### config.mk
export PLATFORM = sky130hd
export DESIGN_NAME = seven_seg_scan_ctrl
export DESIGN_NICKNAME = d
export VERILOG_FILES = /design/src/rtl/seven_seg_scan_ctrl.sv
export SDC_FILE = /design/constraint.sdc
export NUM_CORES = 1
export LEC_CHECK = 0
export ABC_AREA = 1
export CAP_MARGIN = 15
export CELL_PAD_IN_SITES_DETAIL_PLACEMENT = 0
export CELL_PAD_IN_SITES_GLOBAL_PLACEMENT = 2
export CORE_ASPECT_RATIO = 2
export CORE_MARGIN = 1.5
export CORE_UTILIZATION = 31
export DETAILED_ROUTE_END_ITERATION = 6
export PLACE_DENSITY_LB_ADDON = 0.08
export SYNTH_ARGS = -nofsm -noshare
export SYNTH_HDL_FRONTEND = slang
export SYNTH_SLANG_ARGS = --single-unit
### constraint.sdc
create_clock -name i_clk -period 2.3 [get_ports i_clk]
set_input_delay 0.345 -clock i_clk [delete_from_list [all_inputs] [get_ports i_clk]]
set_output_delay 0.345 -clock i_clk [all_outputs]
set_load 0.005 [all_outputs]
### src/rtl/seven_seg_scan_ctrl.sv
// Time-multiplexed seven-segment scan controller with frame-aligned double-buffered digit codes.
// Optional leading-zero blanking is enabled by defining LEADING_ZERO_BLANK_EN.
module seven_seg_scan_ctrl #(
    parameter int NDIG  = 8,
    parameter int DIV   = 100000,
    parameter int GUARD = 16
) (
    input  logic              i_clk,
    input  logic              i_rst,
    input  logic              i_load,
    input  logic [7*NDIG-1:0] i_digits_in,
    output logic              o_pending,
    output logic [6:0]        o_d,
    output logic [NDIG-1:0]   o_an_n,
    output logic              o_frame_tick
);

    localparam int CW = (DIV > 1) ? $clog2(DIV) : 1;
    localparam int IW = (NDIG > 1) ? $clog2(NDIG) : 1;
    localparam logic [CW-1:0] CNT_MAX   = CW'(DIV - 1);
    localparam logic [CW-1:0] CNT_GUARD = CW'(GUARD);
    localparam logic [IW-1:0] IDX_MAX   = IW'(NDIG - 1);
    localparam logic [6:0]    CODE_BLANK = 7'h40;

    if (NDIG < 1 || NDIG > 8) begin : g_bad_ndig
        $fatal(1, "seven_seg_scan_ctrl: NDIG must be in 1..8");
    end
    if (DIV <= GUARD) begin : g_bad_div
        $fatal(1, "seven_seg_scan_ctrl: DIV must be greater than GUARD");
    end
    if (GUARD < 1) begin : g_bad_guard
        $fatal(1, "seven_seg_scan_ctrl: GUARD must be at least 1");
    end

    typedef enum logic {StBlank, StDrive} state_t;

    logic [CW-1:0]     r_cnt, w_cnt_d;
    logic [IW-1:0]     r_idx, w_idx_d;
    state_t            r_state, w_state_d;
    logic [7*NDIG-1:0] r_active, w_active_d;
    logic [7*NDIG-1:0] r_shadow, w_shadow_d;
    logic              r_pending, w_pending_d;
    logic [6:0]        r_d, w_d_d;
    logic [NDIG-1:0]   r_an_n, w_an_n_d;
    logic              r_frame_tick, w_frame_tick_d;
    logic              w_wrap, w_boundary;
    logic [NDIG-1:0]   w_blank_mask;
    logic [6:0]        w_code;

    assign w_wrap     = (r_cnt == CNT_MAX);
    assign w_boundary = (r_cnt == '0) && (r_idx == '0);

    always_comb begin
        w_cnt_d = w_wrap ? '0 : r_cnt + 1'b1;
        w_idx_d = r_idx;
        if (w_wrap) begin
            w_idx_d = (r_idx == IDX_MAX) ? '0 : r_idx + 1'b1;
        end
    end

    // A load landing on the boundary bypasses the shadow and drops whatever it held.
    always_comb begin
        w_active_d  = r_active;
        w_shadow_d  = r_shadow;
        w_pending_d = r_pending;
        if (w_boundary) begin
            if (i_load) begin
                w_active_d = i_digits_in;
            end else if (r_pending) begin
                w_active_d = r_shadow;
            end
            w_pending_d = 1'b0;
        end else if (i_load) begin
            w_shadow_d  = i_digits_in;
            w_pending_d = 1'b1;
        end
    end

    always_comb begin
        w_state_d = r_state;
        case (r_state)
            StBlank: if (w_cnt_d == CNT_GUARD) w_state_d = StDrive;
            StDrive: if (w_wrap) w_state_d = StBlank;
            default: w_state_d = StBlank;
        endcase
    end

`ifdef LEADING_ZERO_BLANK_EN
    always_comb begin
        logic w_lead;
        w_lead       = 1'b1;
        w_blank_mask = '0;
        for (int i = NDIG - 1; i >= 1; i--) begin
            if (w_lead && (w_active_d[7*i +: 7] == 7'h00)) begin
                w_blank_mask[i] = 1'b1;
            end else begin
                w_lead = 1'b0;
            end
        end
    end
`else
    assign w_blank_mask = '0;
`endif

    // Outputs are registered from next-state values so they match (cnt, idx) of their own cycle.
    always_comb begin
        w_code = CODE_BLANK;
        for (int i = 0; i < NDIG; i++) begin
            if (w_idx_d == IW'(i)) begin
                w_code = w_blank_mask[i] ? CODE_BLANK : w_active_d[7*i +: 7];
            end
        end
    end

    always_comb begin
        w_an_n_d       = '1;
        w_d_d          = CODE_BLANK;
        w_frame_tick_d = (w_cnt_d == '0) && (w_idx_d == '0);
        if (w_state_d == StDrive) begin
            w_d_d = w_code;
            for (int i = 0; i < NDIG; i++) begin
                if (w_idx_d == IW'(i)) begin
                    w_an_n_d[i] = 1'b0;
                end
            end
        end
    end

    always_ff @(posedge i_clk) begin
        if (i_rst) begin
            r_cnt        <= '0;
            r_idx        <= '0;
            r_state      <= StBlank;
            r_active     <= {NDIG{CODE_BLANK}};
            r_shadow     <= {NDIG{CODE_BLANK}};
            r_pending    <= 1'b0;
            r_d          <= CODE_BLANK;
            r_an_n       <= '1;
            r_frame_tick <= 1'b0;
        end else begin
            r_cnt        <= w_cnt_d;
            r_idx        <= w_idx_d;
            r_state      <= w_state_d;
            r_active     <= w_active_d;
            r_shadow     <= w_shadow_d;
            r_pending    <= w_pending_d;
            r_d          <= w_d_d;
            r_an_n       <= w_an_n_d;
            r_frame_tick <= w_frame_tick_d;
        end
    end

    assign o_pending    = r_pending;
    assign o_d          = r_d;
    assign o_an_n       = r_an_n;
    assign o_frame_tick = r_frame_tick;

endmodule
**Word-level counts from Yosys, hierarchy flattened**

Index checks and enable logic that the tools add are counted.

- Flip-flop bits (word level): 150
- Output and inout bits: 17
- Word-level logic and storage cells: 58

- Add/subtract/negate cells: 2
- Eq/ne operators: 10
- Multiplexer cells: 25
- Bitwise operators: 3
- Reductions and logical operators: 9

Operator list:

| operator | count |
|---|---|
| $mux W56 | 3 |
| $mux W7 | 8 |
| $logic_not A17 Y1 | 2 |
| $add A17 B1 Y17 const B | 1 |
| $eq A17 B17 Y1 const B | 1 |
| $eq A17 B5 Y1 const B | 1 |
| $mux W17 | 1 |
| $eq A3 B3 Y1 const B | 5 |
| $mux W1 | 10 |
| $eq A3 B2 Y1 const B | 2 |
| $logic_not A3 Y1 | 2 |
| $mux W3 | 2 |
| $reduce_or A2 Y1 | 2 |
| $add A3 B1 Y3 const B | 1 |
| $eq A3 B1 Y1 const B | 1 |
| $not A1 Y1 | 3 |
| $logic_and A1 B1 Y1 | 2 |
| $pmux W1 S2 | 1 |
| $reduce_and A2 Y1 | 1 |

**Longest topological paths before layout**

- Depth after elaboration: 12
- Mapped depth: 18
- Mapped depth without buffers: 18

**Least setup slack after synthesis**

OpenSTA, ideal clock, no wires.

- Kind: register -> register
- Start: register r_cnt[0]
- End: register r_an_n[4] (netlist: o_an_n[4])
- Library setup time: 0.128 ns
- Arrival time: 1.860 ns
- Required time: 2.172 ns
- Slack: 0.312 ns
- Cell stages (with the launch flop): 14
- Buffers on the path: 1
- Period minus slack after synthesis: 1.988 ns
- Cell sequence: dfxtp_1 ha_1 nand3_4 inv_2 nand2_1 xor2_1 nand2_1 a21oi_1 nand2_1 nor2_1 nand2_1 a21oi_2 buf_6 nand2_1

- Longest elaborated chain between the ends: 7
- Elaborated cells between the ends (all ways): 12
- Those cells by class: 1 x add/sub; 3 x eq/ne; 6 x mux; 1 x bitwise; 1 x reduce/logical

Ends and longest elaborated chain:

| element | line | RTL |
|---|---|---|
| start: declaration | 37 | `logic [CW-1:0] r_cnt, w_cnt_d;` |
| start signal: assignment | 141 | `r_cnt <= w_cnt_d;` |
| $add A17 B1 Y17 / $eq A17 B17 Y1 (equally long branches) | 54, 50 |  |
| $mux W17 | 54 | `w_cnt_d = w_wrap ? '0 : r_cnt + 1'b1;` |
| $eq A17 B5 Y1 | 82 | `StBlank: if (w_cnt_d == CNT_GUARD) w_state_d = StDrive;` |
| $mux W1 | 82 |  |
| $pmux W1 S2 | 81 | `case (r_state)` |
| $not A1 Y1 (no line) | -- |  |
| $reduce_or A2 Y1 (no line) | -- |  |
| end signal: assignment | 148 | `r_an_n <= w_an_n_d;` |
| end: declaration | 44 | `logic [NDIG-1:0] r_an_n, w_an_n_d;` |

Several ways; a longest one is shown, not always the timed one.
A chain may end at the register's enable or synchronous reset.

**Worst setup path after layout**

- Start: register r_cnt[7]
- End: register r_d[3] (netlist: o_d[3])

- Longest elaborated chain between the ends: 11
- Elaborated cells between the ends (all ways): 29
- Those cells by class: 1 x add/sub; 9 x eq/ne; 14 x mux; 1 x bitwise; 4 x reduce/logical

Ends and longest elaborated chain:

| element | line | RTL |
|---|---|---|
| parallel branches: the longest is 11 deep, another holds $add A17 B1 Y17 | -- |  |
| end signal: assignment | 147 | `r_d <= w_d_d;` |
| end: declaration | 43 | `logic [6:0] r_d, w_d_d;` |

Several ways; the timed one is not identified.

==> flow_results.org <==
** Run status
- Result of the run :: completed

** Worst setup path
- Startpoint of the worst-slack reg-to-reg timing path :: r_cnt[7]
- For the worst setup path, the data arrival time is 2.62 ns.
- The worst register-to-register path ends at o_d[3].
- Largest stage delay on the critical path :: 0.35 ns
- The worst setup path is captured at a flop.
- In this run the worst path has a maximum fanout of 6.
- Slack of the worst reg-to-reg path :: 0.03 ns
- The critical path in this run is classified as flop to flop.
- Number of buffers and inverters on the critical path :: 7
- Top Family by Delay on Critical Path :: simple AND/OR/NAND/NOR gates
- Crit-path cells :: inv_1 > buf_4 > nand2_1 > nor3_4 > buf_6 > nand3_4 > inv_6 > buf_12 > buf_4 > nand2_1 > o21ai_2 > nor2_1 > nor2_2 > nand4_1 > nand2_1 > inv_1
- The number of cells on the worst reg-to-reg path is 16.
- The cell that appears most often on the critical path is sky130_fd_sc_hd__nand2_1.
- Slowest CP cell :: sky130_fd_sc_hd__dfxtp_2
- STA classifies the critical path startpoint as a flop.
- Tracing the worst setup path back leads to its startpoint at r_cnt[7].
- Crit path required time :: 2.66 ns

** Detailed routing
- In this run, the number of DRC markers left after iteration 0 of detailed routing was 284.
- Via-to-Cell Ratio :: 4.72
- Number of nets still failing antenna checks after routing :: 0
- The routed layout has 7,167 vias.
- DRC violation count after routing :: 0
- Detailed-router iteration count before antenna repair :: 4
- Wire per inst :: 15.9 µm
- After detailed routing, the total wire length is 24,200 µm.

** GRT
- Total routing resource utilization after global routing :: 21.5%
- The first global-routing pass estimated 38,000 µm of wire.
- Vias in the first global route :: 7,242
- Antenna violations before repair :: 0
- Entering global routing, the biggest net connects 60 pins.
- GR Overflow Total :: 0

** Logic synthesis
- Synthesis handed over a netlist of 1,041 instances.
- Most instantiated flip-flop cell in the synthesis netlist :: sky130_fd_sc_hd__dfxtp_1
- By area the synthesized netlist is led by sky130_fd_sc_hd__dfxtp_1, sky130_fd_sc_hd__nor2_1, sky130_fd_sc_hd__nand2_1.
- Averaged over all synthesized cells, the footprint is 6.79 µm².
- Ys Warns :: 0
- The synthesized design contains 150 register bits.
- Sorting the synthesized cells by how often they occur yields sky130_fd_sc_hd__nor2_1, sky130_fd_sc_hd__nand2_1, sky130_fd_sc_hd__dfxtp_1.
- Portion of synthesized cell area occupied by the leading cell type :: 42.5%
- Of all cell types, the one taking the most synthesized area is sky130_fd_sc_hd__dfxtp_1.
- EDFF count, synth :: 0
- For this run, the register share of the synthesized area comes to 42.5%.
- Distinct cell type count after synthesis :: 33
- In the post-synthesis netlist, the cell with the most instances is sky130_fd_sc_hd__nor2_1.
- Async S/R FF share, synth :: 0%
- Cell area after synthesis :: 7060 µm²
- Mapped Nets :: 1,105

** STA
- Derived from the worst setup path, the maximum achievable clock frequency is 441 MHz.
- Pins over their slew limit :: 0
- The hold violation count in the final report was 0.
- Of the available clock period, the critical path in the final layout requires 98.6%.
- The worst pin sits at a relative slew slack of 75.4%.
- Final worst clock skew :: 0.0205 ns
- Worst slew pin tran :: 0.365 ns
- Setup repair after global routing could not meet its margin everywhere.
- Setup violations remaining at the end of the flow were counted as 0.
- Final critical path time including I/O delays and setup :: 2.27 ns

** Hold path
- Worst min-delay path endpoint :: r_cnt[3]
- The worst hold path begins at i_rst.
- Number of cells on the worst hold path :: 2
- Kind of path behind the tightest hold check :: primary input to flop

** Flow run
- Across the run, the number of max-cap violations was 0.

** Floorplanning
- Die span in x :: 110 µm
- Initial Util :: 31.3%
- Height of the chip :: 216 µm
- Number of placement rows :: 78
- Overall die area :: 23,800 µm²
- Area inside the core boundary :: 22,500 µm²
- In this run the count of I/O pins placed on the die edge is 76.

** Final layout
- Number of fillers in the final layout :: 2,353
- Diode insertion count for antenna repair :: 0
- Syn-to-layout area delta :: 44.8%
- The finished cells cover 10,200 µm².
- Fraction of layout cells with a size suffix above 1 :: 24.8%
- Number of nets in the final layout :: 1,293

** Clocking
- Clock-pin slew on the worst setup and hold paths :: 0.06 ns
- CTS buffer count :: 17
- TritonCTS built the clock tree.
- Maximum buffer depth of the clock tree :: 2
- The tree is rooted in a sky130_fd_sc_hd__clkbuf_16.
- The H-tree generated during clock tree synthesis spans 4 levels.
- Number of sinks on the clock net :: 150
- At the later pin of the worst-skew pair, clock insertion delay measures 0.46 ns.
- Post-cts hold buffer count :: 0

** Place
- Global placement routability congestion :: 0.851
- Once detailed placement completed, the half-perimeter wirelength came to 17,800 µm.
- Input and output buffers added on the ports amount to 75.
- Total placed instance area :: 9060 µm²

** Pwr
- For this design the ratio of total power to cell area is 679 nW/µm².
- VDD sags by at most 0.474 mV.
- Overall power :: 6.94 mW
- Leak :: 4.51 nW
## area by class of cell
class                   instances  area [µm²]  area share, %
clock buffers                  26         499           4.88
multi-input cells             740        3890           38.0
well taps                     280         350           3.42
repair buffers                221        2030           19.9
flip-flops and latches        150        3030           29.6
inverters                      99         379           3.71
clock inverters                 4        45.0          0.440
## registers in the layout, summed over array words and instances, names as in the netlist
signal        flops
o_an_n            8
o_frame_tick      1
o_d               7
r_idx             3
o_pending         1
r_state           1
r_shadow         56
r_cnt            17
r_active         56
## worst max path at each step
stage	end	slack (ns)	cells past startpoint
2_1_floorplan	o_an_n[4]	0.31	13
3_3_place_gp	o_d[3]	-0.42	15
3_5_place_dp	o_d[3]	-0.43	16
4_1_cts	o_d[0]	-0.03	15
5_1_grt	o_d[3]	-0.13	15
6_report	o_d[3]	0.03	16
## layout by cell type (no fill, tap or decap), types with 4 or more instances in the layout
cell type / count
sky130_fd_sc_hd__nand3_4: 4
sky130_fd_sc_hd__o21a_1: 17
sky130_fd_sc_hd__clkbuf_16: 20
sky130_fd_sc_hd__nor3_1: 8
sky130_fd_sc_hd__nand3_2: 10
sky130_fd_sc_hd__o21ai_0: 72
sky130_fd_sc_hd__o21ai_2: 10
sky130_fd_sc_hd__buf_4: 129
sky130_fd_sc_hd__nor2_4: 16
sky130_fd_sc_hd__nand3_1: 39
sky130_fd_sc_hd__clkbuf_8: 4
sky130_fd_sc_hd__nand2_4: 9
sky130_fd_sc_hd__nand2_2: 14
sky130_fd_sc_hd__mux2i_1: 7
sky130_fd_sc_hd__nand4_1: 22
sky130_fd_sc_hd__o22ai_1: 42
sky130_fd_sc_hd__dfxtp_1: 133
sky130_fd_sc_hd__clkdlybuf4s50_1: 74
sky130_fd_sc_hd__buf_12: 10
sky130_fd_sc_hd__buf_6: 4
sky130_fd_sc_hd__inv_1: 83
sky130_fd_sc_hd__xor2_1: 6
sky130_fd_sc_hd__clkbuf_1: 5
sky130_fd_sc_hd__a21oi_1: 18
sky130_fd_sc_hd__nor2_1: 207
sky130_fd_sc_hd__nor2_2: 25
sky130_fd_sc_hd__dfxtp_2: 14
sky130_fd_sc_hd__inv_2: 14
sky130_fd_sc_hd__nand2_1: 191
## logic make-up (layout without fill, tap and decap cells)
group	Yosys count	after routing	share of synthesized area (%)
xor gates and xnor gates	7	7	0.868
buffers and inverters	151	350	8.32
muxes	7	7	0.992
DFF	150	150	42.5
AOI/OAI and AO/OA	165	165	13.1
adders and majority gates	5	5	0.886
and+or+nand+nor	556	556	33.3
## power by group
group	switching, mW	internal (mW)	leakage, nW
sequential	0.0870	2.82	1.24
combinational	0.735	0.623	3.00
clock	1.10	1.58	0.270
## stage by stage
step	cells	setup TNS, ns	hold slack [ns]	setup slack [ns]	utilization, %
floorplan	1041	0	0.425	0.312	-
global placement	1479	-2.11	0.435	-0.422	40.2
detailed placement	1479	-2.10	0.443	-0.426	40.2
CTS	1516	-0.107	0.256	-0.0324	43.5
global route	1520	-0.799	0.271	-0.126	45.4
finish	1520	0	0.256	0.0332	45.4
## layer usage
layer | GRT usage, % | vias up | wire (µm)
met3 | 3.88 | 34 | 527
met2 | 39.4 | 99 | 13600
met4 | 10.3 | 0 | 828
met5 | 0 | - | 0
met1 | 22.8 | 3311 | 9220
li1 | - | 3723 | -
## what timing repair did
item,CTS,global route
setup buffers,7,1
gates cloned,0,3
pin swaps,13,28
gates resized for setup,54,105
endpoints found under the setup margin,13,16
No activity file was read; power rests on OpenSTA's default activity.
==> edit (same settings) <==
One comparison of `r_cnt` changes from == to >=.
--- a/src/rtl/seven_seg_scan_ctrl.sv
+++ b/src/rtl/seven_seg_scan_ctrl.sv
@@ -48,5 +48,5 @@
     logic [6:0]        w_code;
 
-    assign w_wrap     = (r_cnt == CNT_MAX);
+    assign w_wrap     = (r_cnt >= CNT_MAX);
     assign w_boundary = (r_cnt == '0) && (r_idx == '0);
 
Behaviour: same outputs for any inputs over 10 cycles, from zero or initial values and one cycle with i_rst high; that may be too few to reach the edited logic, so the function may still have changed.
==> edit against the unedited design <==
Area after synthesis shrank 0.25%; worst hold slack lost 0.10 ns; sequential cell count is the same; sequential share of layout area shrank 0.85 points; setup slack lost 0.016 ns; design area grew 2.5%; power grew 2.4%; wire length grew 9.2%; largest cell class unchanged.
==> edit: results <==
[global_routing]
grt_max_degree = 64
track_usage_pct = 23.3
use_met2_pct = 46.1
grt_pass1_wl_um = 40100
met1_usage_pct = 21.7
grt_pass1_vias = 7491
met3_usage_pct = 3.34

[timing]
fmax_ghz = 0.438
slew_headroom_pct = 51.1
whs_ns = 0.154
fin_skew_ns = 0.0103

[critical_path]
slowest_stage = "dfxtp_4"
r2r_end = "o_d[5]"
r2r_setup_slack_ns = 0.02
path_max_fanout = 7
r2r-start = "r_cnt[0]"
arrival_ns = 2.60
slowest_delay_ns = 0.37
worstRegToRegCells = 14

[logic_synthesis]
ys_seq_area_share_pct = 42.6
syn_area_per_cell_sq_um = 6.94
synth_cell_types = 41
syn-num-nets = 1080
synthTopCellsByArea = "dfxtp_1 (43%), nand2_1 (15%), nor2_1 (6.6%), a21oi_1 (4.4%), inv_1 (4.3%)"
ys_top_cells_by_count = "nand2_1 (283), dfxtp_1 (150), nor2_1 (123), inv_1 (80), a21oi_1 (62)"

[placement]
gp_congestion = 0.839
dp.final_hpwl_um = 19600
placed_area_sq_um = 9120
dp_worst_setup_slack_ns = -0.410

[final_layout]
reg_top3 = "r_active: 56 flops, r_shadow: 56 flops, r_cnt: 17 flops"
finalNetCount = 1301
final_cells = 1523
drive_gt1_share_pct = 26.2

[status]
status = "completed"

[clocking]
clk_latency_ns = 0.44
htree_levels = 4
root_buffer = "clkbuf_16"

[drt]
wl_um = 26500
drt_iter0_drc = 303
viasPerCell = 4.78

[worst_hold_path]
holdPathEnd = "r_cnt[1]"
min_from = "i_rst"

[power]
power.leakage_uw = 0.00455
ir_worst_vdd_mv = 0.507
-- edit: changes by cell type after synthesis, sizes merged, moves of 3 or more --
cell,before,now
nor2,248,138
nand2,214,293
a21oi,19,62
o21ai,86,48
inv,99,89
nand4,22,29
xor2,7,2
buf,13,17
nand3,53,49
o22ai,42,46
a2bb2oi,0,3
-- edit: cell type report --
cell class | count | area, sq um
tap | 276 | 345
clock inverter | 3 | 40.0
multi-input combinational | 720 | 3770
timing repair buffer | 257 | 2410
sequential | 150 | 3020
clock buffer | 26 | 529
fill | 2292 | 11800
inverter | 91 | 378
-- edit: cells by family (layout without fill, tap and decap cells) --
| family | after synthesis | in the layout | share of synthesized area [%] |
|---|---|---|---|
| and+or+nand+nor | 528 | 528 | 32.5 |
| AOI/OAI and AO/OA | 180 | 180 | 14.6 |
| DFF | 150 | 150 | 42.6 |
| buffers and inverters | 146 | 377 | 8.45 |
| adders and majority gates | 5 | 5 | 0.888 |
| muxes | 5 | 5 | 0.710 |
| xor gates and xnor gates | 2 | 2 | 0.249 |
-- edit: worst max-delay path by stage --
stage,from,end,cells after the start
finish,r_cnt[0],o_d[5],14
global placement,i_load,o_d[5],11
floorplan,r_cnt[0],o_d[0],14
global route,r_cnt[0],o_d[5],18
CTS,r_cnt[0],o_d[5],16
detailed placement,i_load,o_d[5],13
-- edit: timing repair --
action                     in CTS  in global routing
cloned                          3                  2
buffers inserted               22                 11
pin swaps                      35                 34
setup endpoints to repair      19                 76
gates resized for setup        59                 66
-- edit: power breakdown --
part | switching, uW | internal (uW)
logic | 766 | 729
registers | 78.0 | 2790
clock network | 1080 | 1670
-- edit: per-layer routing --
metal,vias to the layer above,wire (um),part of all wire (%)
li1,3746,-,-
met1,3385,9260,35
met2,107,15600,59
met3,45,459,1.7
met4,0,1090,4.1
met5,-,0,0
